`config.mk`:
```
export PLATFORM = sky130hd
export DESIGN_NAME = bram_block_loader
export DESIGN_NICKNAME = d
export VERILOG_FILES = /design/src/rtl/nts_bram_pkg.sv /design/src/rtl/bram_block_loader.sv
export SDC_FILE = /design/constraint.sdc
export NUM_CORES = 1
export LEC_CHECK = 0
export BUFFER_PORTS_ARGS = -buffer_cell sky130_fd_sc_hd__buf_2
export CAP_MARGIN = 20
export CORE_UTILIZATION = 36
export CTS_CLUSTER_SIZE = 28
export DETAILED_ROUTE_END_ITERATION = 6
export PLACE_DENSITY = 0.67
export SLEW_MARGIN = 30
export SYNTH_ARGS = -nofsm -noshare
export SYNTH_HDL_FRONTEND = slang
export SYNTH_SLANG_ARGS = --single-unit
```
`constraint.sdc`:
```
create_clock -name clk -period 13.9 [get_ports clk]
set_input_delay 4.17 -clock clk [delete_from_list [all_inputs] [get_ports clk]]
set_output_delay 4.17 -clock clk [all_outputs]
set_load 0.03 [all_outputs]
```
`src/rtl/nts_bram_pkg.sv`:
```
// Shared constants and state encoding for the NTS block RAM write stage.
package nts_bram_pkg;

  localparam int BLOCK_WIDTH = 128;
  localparam int WORD_WIDTH  = 64;
  localparam int GAP_CYCLES  = 1;

  typedef enum logic [2:0] {
    ST_IDLE     = 3'd0,
    ST_FILL_HI  = 3'd1,
    ST_FILL_LO  = 3'd2,
    ST_WRITE    = 3'd3,
    ST_WAIT_ACK = 3'd4,
    ST_GAP      = 3'd5,
    ST_DONE     = 3'd6,
    ST_ERROR    = 3'd7
  } state_t;

endpackage

```
`src/rtl/bram_block_loader.sv`:
```
// Packs 64-bit word pairs into 128-bit blocks and writes them to consecutive RAM
// addresses through a cs/we/ack handshake, flagging address overflow.
module bram_block_loader
  import nts_bram_pkg::*;
#(
  parameter int ADDR_WIDTH = 4
) (
  input  logic                   clk,
  input  logic                   areset,
  input  logic                   start,
  input  logic [ADDR_WIDTH-1:0]  base_addr,
  input  logic                   in_valid,
  output logic                   in_ready,
  input  logic [WORD_WIDTH-1:0]  in_data,
  input  logic                   in_last,
  output logic                   busy,
  output logic                   done,
  output logic                   error,
  output logic [ADDR_WIDTH:0]    blocks_written,
  output logic                   mem_cs,
  output logic                   mem_we,
  input  logic                   mem_ack,
  output logic [ADDR_WIDTH-1:0]  mem_addr,
  output logic [BLOCK_WIDTH-1:0] mem_block_wr
);

  localparam logic [ADDR_WIDTH-1:0] ADDR_TOP  = {ADDR_WIDTH{1'b1}};
  localparam logic [ADDR_WIDTH-1:0] ADDR_ONE  = ADDR_WIDTH'(1);
  localparam logic [ADDR_WIDTH:0]   COUNT_ONE = (ADDR_WIDTH + 1)'(1);
  localparam logic [1:0]            GAP_LAST  = 2'(GAP_CYCLES - 1);

  state_t                 state_r, state_s;
  logic [ADDR_WIDTH-1:0]  addr_r, addr_s;
  logic [BLOCK_WIDTH-1:0] block_r, block_s;
  logic [ADDR_WIDTH:0]    count_r, count_s;
  logic [1:0]             gap_r, gap_s;
  logic                   last_r, last_s;
  logic                   wrap_r, wrap_s;
  logic                   busy_r, busy_s;
  logic                   done_r, done_s;
  logic                   error_r, error_s;
  logic                   cs_r, cs_s;
  logic                   we_r;

  // Next-state and next-output decode
  always_comb begin
    state_s = state_r;
    addr_s  = addr_r;
    block_s = block_r;
    count_s = count_r;
    gap_s   = gap_r;
    last_s  = last_r;
    wrap_s  = wrap_r;
    busy_s  = busy_r;
    done_s  = 1'b0;
    error_s = error_r;
    cs_s    = cs_r;
    case (state_r)
      ST_IDLE: begin
        if (start) begin
          addr_s  = base_addr;
          count_s = '0;
          error_s = 1'b0;
          wrap_s  = 1'b0;
          last_s  = 1'b0;
          busy_s  = 1'b1;
          state_s = ST_FILL_HI;
        end else begin
          state_s = ST_IDLE;
        end
      end
      ST_FILL_HI: begin
        if (in_valid) begin
          block_s = {in_data, {WORD_WIDTH{1'b0}}};
          if (in_last) begin
            last_s  = 1'b1;
            cs_s    = ~wrap_r;
            state_s = ST_WRITE;
          end else begin
            state_s = ST_FILL_LO;
          end
        end else begin
          state_s = ST_FILL_HI;
        end
      end
      ST_FILL_LO: begin
        if (in_valid) begin
          block_s[WORD_WIDTH-1:0] = in_data;
          last_s  = in_last;
          cs_s    = ~wrap_r;
          state_s = ST_WRITE;
        end else begin
          state_s = ST_FILL_LO;
        end
      end
      ST_WRITE: begin
        // A wrap recorded by the previous ack means there is no address left for this block
        if (wrap_r) begin
          cs_s    = 1'b0;
          error_s = 1'b1;
          busy_s  = 1'b0;
          state_s = ST_ERROR;
        end else begin
          state_s = ST_WAIT_ACK;
        end
      end
      ST_WAIT_ACK: begin
        if (mem_ack) begin
          cs_s    = 1'b0;
          count_s = count_r + COUNT_ONE;
          addr_s  = addr_r + ADDR_ONE;
          wrap_s  = (addr_r == ADDR_TOP) ? 1'b1 : wrap_r;
          gap_s   = 2'd0;
          state_s = ST_GAP;
        end else begin
          state_s = ST_WAIT_ACK;
        end
      end
      ST_GAP: begin
        if (gap_r != GAP_LAST) begin
          gap_s   = gap_r + 2'd1;
          state_s = ST_GAP;
        end else if (last_r) begin
          done_s  = 1'b1;
          busy_s  = 1'b0;
          state_s = ST_DONE;
        end else begin
          state_s = ST_FILL_HI;
        end
      end
      ST_DONE: begin
        state_s = ST_IDLE;
      end
      ST_ERROR: begin
        state_s = ST_IDLE;
      end
      default: begin
        cs_s    = 1'b0;
        busy_s  = 1'b0;
        state_s = ST_IDLE;
      end
    endcase
  end

  // State, datapath and output registers
  always_ff @(posedge clk or posedge areset) begin
    if (areset) begin
      state_r <= ST_IDLE;
      addr_r  <= '0;
      block_r <= '0;
      count_r <= '0;
      gap_r   <= 2'd0;
      last_r  <= 1'b0;
      wrap_r  <= 1'b0;
      busy_r  <= 1'b0;
      done_r  <= 1'b0;
      error_r <= 1'b0;
      cs_r    <= 1'b0;
      we_r    <= 1'b0;
    end else begin
      state_r <= state_s;
      addr_r  <= addr_s;
      block_r <= block_s;
      count_r <= count_s;
      gap_r   <= gap_s;
      last_r  <= last_s;
      wrap_r  <= wrap_s;
      busy_r  <= busy_s;
      done_r  <= done_s;
      error_r <= error_s;
      cs_r    <= cs_s;
      we_r    <= cs_s;
    end
  end

  assign in_ready       = (state_r == ST_FILL_HI) || (state_r == ST_FILL_LO);
  assign busy           = busy_r;
  assign done           = done_r;
  assign error          = error_r;
  assign blocks_written = count_r;
  assign mem_cs         = cs_r;
  assign mem_we         = we_r;
  assign mem_addr       = addr_r;
  assign mem_block_wr   = block_r;

endmodule

```
==> results of run 1 <==
## sequential cells by signal, indices dropped and copies added, names as in the netlist
name	cells
state_r	3
wrap_r	1
blocks_written	5
gap_r	2
mem_we	1
error	1
mem_addr	4
busy	1
done	1
last_r	1
mem_block_wr	128
## metal layers
metal / part of all wire / up-vias / wire (microns)
met5: 0.00085 / - / 13
met4: 0.016 / 2 / 248
met3: 0.063 / 22 / 969
met2: 0.46 / 163 / 7100
met1: 0.46 / 2449 / 7050
li1: - / 2557 / -
## cell families (layout without fill, tap and decap cells)
family,after synthesis,count (layout),synth area share
and+or+nand+nor,374,374,0.249
adders and majority gates,3,3,0.00619
xor gates and xnor gates,2,2,0.00289
buffers and inverters,47,260,0.0357
muxes,3,3,0.00598
DFF,148,148,0.611
AOI/OAI and AO/OA,99,99,0.0896
## synthesized netlist by cell type (2+ instances only)
cell type	number
a21o_1	5
a21oi_1	8
a22o_1	3
buf_2	23
buf_4	3
clkbuf_1	15
dfrtp_1	148
ha_1	3
inv_1	6
nand2_1	332
nand2b_1	4
nand3_1	7
nor2_1	8
nor2b_1	6
nor3_1	3
nor3_2	2
nor4_1	2
o21ai_0	63
o21ai_1	13
or3_1	2
xnor2_1	2
## worst min-delay path, stage by stage (launching register included)
cell and delay (ns):
dfrtp_1 0.34, nand2_1 0.05, nand2_1 0.05
## where the power goes
group	internal, mW	switching, mW	leakage (nW)
clock	0.274	0.181	0.283
sequential	0.603	0.113	1.91
combinational	0.239	0.623	2.03
## path summary, 6_finish.rpt
path	cells after the start	startpoint	to
max	3	state_r[0]	in_ready
min	2	mem_block_wr[121]	mem_block_wr[121]
max reg2reg	5	state_r[1]	mem_block_wr[47]
min reg2reg	2	mem_block_wr[121]	mem_block_wr[121]
max in group asynchronous	3	areset	mem_block_wr[64]
min in group asynchronous	2	areset	mem_block_wr[33]
## layout make-up
cell class              instances  area, sq um  area share
repair buffers                222         1130       0.144
multi-input cells             481         2160       0.274
inverters                       6         27.5     0.00349
clock buffers                  20          457      0.0579
clock inverters                12          129      0.0163
flip-flops and latches        148         3700       0.470
well taps                     220          275      0.0349
==> results_dict.tcl, run 1 <==
set metrics [dict create \
    status "finished, final reports clean" \
    drv_cap 0 \
    critPathBufInv 1 \
    worst_slew_pin_slew_ns 0.852 \
    cp_slowest_stage_delay_ns 0.60 \
    dp_cells 1077 \
    postCtsSetupRepairBufs 0 \
    power_density_mw_per_mm2 258 \
    post-dp-hpwl_microns 10400 \
    routed_wl_microns 15400 \
    grt_usage 0.182 \
    vias 5193 \
    critical_path_class "flop to output port" \
    cts_buffer_depth 2 \
    wl_per_cell_microns 13.9 \
    critPathRequiredTime_ns 9.73 \
    cts-hold-fix-buffers 0 \
    arrival_ns 1.81 \
    fin_util 0.477 \
    busiest_layer "met2" \
    cp_max_fo 18 \
    cts_inserted_buffers 17 \
    avgSynthCellArea_sq_um 8.97 \
    core_area_sq_mm 0.0165 \
    ys_ff_latch 148 \
    drc 0 \
    nets 953 \
    antenna_cells 0 \
    synth_edf_count 0 \
    ios 217 \
    drive_gt1_frac 0.297 \
    final_cell_mix "332 x nand2_1, 216 x buf_2, 148 x dfrtp_1" \
    die_w_microns 132 \
    fill_cells 1620 \
    setup_tns_ns 0 \
    cts_tree "done" \
    dr.pass1.iters 4 \
    grt_max_degree 82 \
    gp_congestion 0.842 \
    synth.top_cell.area_share 0.611 \
    ys_warn_count 0 \
    port_buffers 216 \
    hold_viol_final 0 \
    finalCritPeriodShare 0.430 \
    synth_top_flop_cell "dfrtp_1" \
    overflow 0 \
    die-area_sq_mm 0.0174 \
    num_rows 47 \
    yosysTopAreaCell "dfrtp_1" \
    area_delta_synth_final_pct 30.1 \
    cts_num_sinks 148 \
    via_per_inst 4.68 \
    irDropWorstVdd_v 0.000102 \
    p_leak_nw 4.23 \
    synth_nets 753 \
    grt_pass1_wl_microns 25200 \
    slew-limit-headroom 0.432 \
    antenna_found_initial 1 \
    end_kind "output port" \
    clock_latency_ns 0.42 \
    die_y_microns 132 \
    postSynth.asyncResetShare 1.00 \
    crit_chain "nand2b_1 -> a21oi_1 -> buf_2" \
    setup_viol 0 \
    grt_use_met2 0.282 \
    path_delay_family "flip-flops" \
    netlist_instances 676 \
    rsz0062_at_grt "false" \
    dp_worst_setup_slack_ns 7.72 \
    max_freq_mhz 167 \
    cts_root_buf "clkbuf_16" \
    cp_slowest_cell "dfrtp_1" \
    instances_no_fill 1109 \
    setup_slack_ns 7.92 \
    synth_area_sq_mm 0.00606 \
    final_area_sq_mm 0.00788 \
    fin_crit_ns 5.98 \
    clock-skew-final_ns 0.00627 \
    synth_area_leaders "dfrtp_1 61%, nand2_1 21%, o21ai_0 5.2%" \
    htreeDepth 4 \
    grt_use_met3 0.0523 \
    hold_path.class "flop to flop" \
    crit_path_start_kind "flop" \
    start_util 0.367 \
    cts_resized 0 \
    final_common_cell "nand2_1" \
    yosysUniqueCellTypes 39 \
    r2r_setup_slack_ns 11.31 \
    whs_ns 0.471 \
    seq_area_frac_synth 0.611 \
    totalPowerFinal_mw 2.03 \
    clk_pin_slew_ns 0.06 \
    placed_cell_area_sq_mm 0.00730 \
    grt_pass1_vias 4904 \
    drv_slew 0 \
    ant_nets 0 \
    gr-usage-met1 0.242 \
    drt-initial-drc-count 328 \
]
Note: power is estimated with default switching activity, not from simulation.
==> run 2, diff against run 1 <==
- PLACE_DENSITY: 0.67 -> 0.69
- clock period: 13.9 -> 5 ns (I/O delays scaled with it)
==> results_dict.tcl, run 2 (synthesis gave the netlist of run 1 again) <==
set metrics [dict create \
    worst_slew_pin_slew_ns 0.662 \
    overflow 0 \
    cts_buffer_depth 2 \
    finalCritPeriodShare 0.658 \
    drv_cap 0 \
    final_cell_mix "332 x nand2_1, 216 x buf_2, 148 x dfrtp_1" \
    final_common_cell "nand2_1" \
    die_w_microns 132 \
    dp_cells 1078 \
    ant_nets 0 \
    clk_pin_slew_ns 0.05 \
    antenna_found_initial 0 \
    status "finished, final reports clean" \
    start_util 0.367 \
    core_area_sq_mm 0.0165 \
    cts_tree "done" \
    area_delta_synth_final_pct 31.2 \
    critPathRequiredTime_ns 3.50 \
    htreeDepth 4 \
    p_leak_nw 4.26 \
    setup_tns_ns 0 \
    rr_worst_depth 4 \
    rsz0062_at_grt "false" \
    r2r_setup_slack_ns 2.60 \
    grt_pass1_wl_microns 24600 \
    vias 5232 \
    cts_num_sinks 148 \
    drt-initial-drc-count 276 \
    cp_max_fo 18 \
    clock_latency_ns 0.40 \
    grt_pass1_vias 4845 \
    crit_start "state_r[0]" \
    ios 217 \
    cts_resized 0 \
    arrival_ns 1.79 \
    gp_congestion 0.821 \
    hold_viol_final 0 \
    instances_no_fill 1110 \
    crit_path_start_kind "flop" \
    worstReg2RegStart "state_r[2]" \
    timing.critical_path.to "in_ready" \
    end_kind "output port" \
    post-dp-hpwl_microns 10200 \
    drive_gt1_frac 0.294 \
    antenna_cells 0 \
    largest_reg_flops 128 \
    port_buffers 216 \
    setup_viol 0 \
    r2r-end "mem_we" \
    grt_max_degree 83 \
    fill_cells 1618 \
    power_density_mw_per_mm2 722 \
    via_per_inst 4.71 \
    dr.pass1.iters 5 \
    die-area_sq_mm 0.0174 \
    hold_path.class "flop to flop" \
    grt_usage 0.178 \
    cts-hold-fix-buffers 0 \
    die_y_microns 132 \
    postCtsSetupRepairBufs 0 \
    cts_inserted_buffers 17 \
    drv_slew 0 \
    routed_wl_microns 15100 \
    wl_per_cell_microns 13.6 \
    num_rows 47 \
    irDropWorstVdd_v 0.000356 \
    cts_root_buf "clkbuf_16" \
    nets 954 \
    max_freq_mhz 304 \
    drc 0 \
    fin_crit_ns 3.29 \
    clock-skew-final_ns 0.00785 \
    slew-limit-headroom 0.557 \
    critical_path_class "flop to output port" \
]
-- run 2: changes by cell type in the layout (fill, tap and decap cells not counted) --
| cell | change |
|---|---|
| buf_4 | -1 |
| buf_6 | +1 |
| inv_6 | -2 |
| clkbuf_1 | +3 |
| bufinv_16 | +2 |
| clkinv_2 | -2 |
| clkinvlp_4 | -1 |
| clkbuf_8 | +1 |
| buf_8 | -1 |
| buf_12 | +2 |
| clkinv_4 | -1 |
-- run 2: layer usage --
layer,track usage,wire length (microns),up-vias
met5,0,0,-
met4,0.0543,153,0
met3,0.0507,834,10
met2,0.284,7230,180
met1,0.234,6850,2492
li1,-,-,2550
-- run 2: final cells by class --
cell class              instances  area, sq um  share of cell area
inverters                       6         26.3             0.00330
clock buffers                  24          482              0.0606
flip-flops and latches        148         3700               0.466
well taps                     220          275              0.0346
multi-input cells             481         2160               0.271
clock inverters                 8          146              0.0184
repair buffers                223         1160               0.146
-- run 2: worst max-delay path: stages, from the launching register on --
cell and delay [ns]:
dfrtp_1 0.61, nand2b_1 0.31, a21oi_1 0.23, buf_2 0.24
-- run 2: stage by stage --
step	hold slack, ns	cell area (sq um)	setup slack (ns)	utilization	power [mW]
after floorplan	0.489	6070	1.64	-	3.67
after global placement	0.452	7320	1.90	0.443	4.39
after detailed placement	0.458	7320	1.85	0.443	4.43
after CTS	0.473	7950	1.71	0.481	5.80
after global routing	0.480	7950	1.57	0.481	6.09
final	0.468	7950	1.71	0.481	5.74
-- run 2: how the worst min path moves through the flow --
| stage | end | slack [ns] | cells past startpoint | startpoint |
|---|---|---|---|---|
| 5_1_grt | mem_block_wr[68] | 0.48 | 2 | mem_block_wr[68] |
| 4_1_cts | mem_block_wr[68] | 0.47 | 2 | mem_block_wr[68] |
| 2_1_floorplan | wrap_r | 0.49 | 2 | wrap_r |
| 3_5_place_dp | mem_block_wr[68] | 0.46 | 2 | mem_block_wr[68] |
| 6_report | mem_block_wr[87] | 0.47 | 2 | mem_block_wr[87] |
| 3_3_place_gp | mem_block_wr[82] | 0.45 | 2 | mem_block_wr[82] |
-- run 2: report_power, final --
group | switching [mW] | internal, mW | leakage (nW)
combinational | 1.73 | 0.671 | 2.04
clock | 0.472 | 0.877 | 0.305
sequential | 0.315 | 1.68 | 1.91
total | 2.52 | 3.22 | 4.26
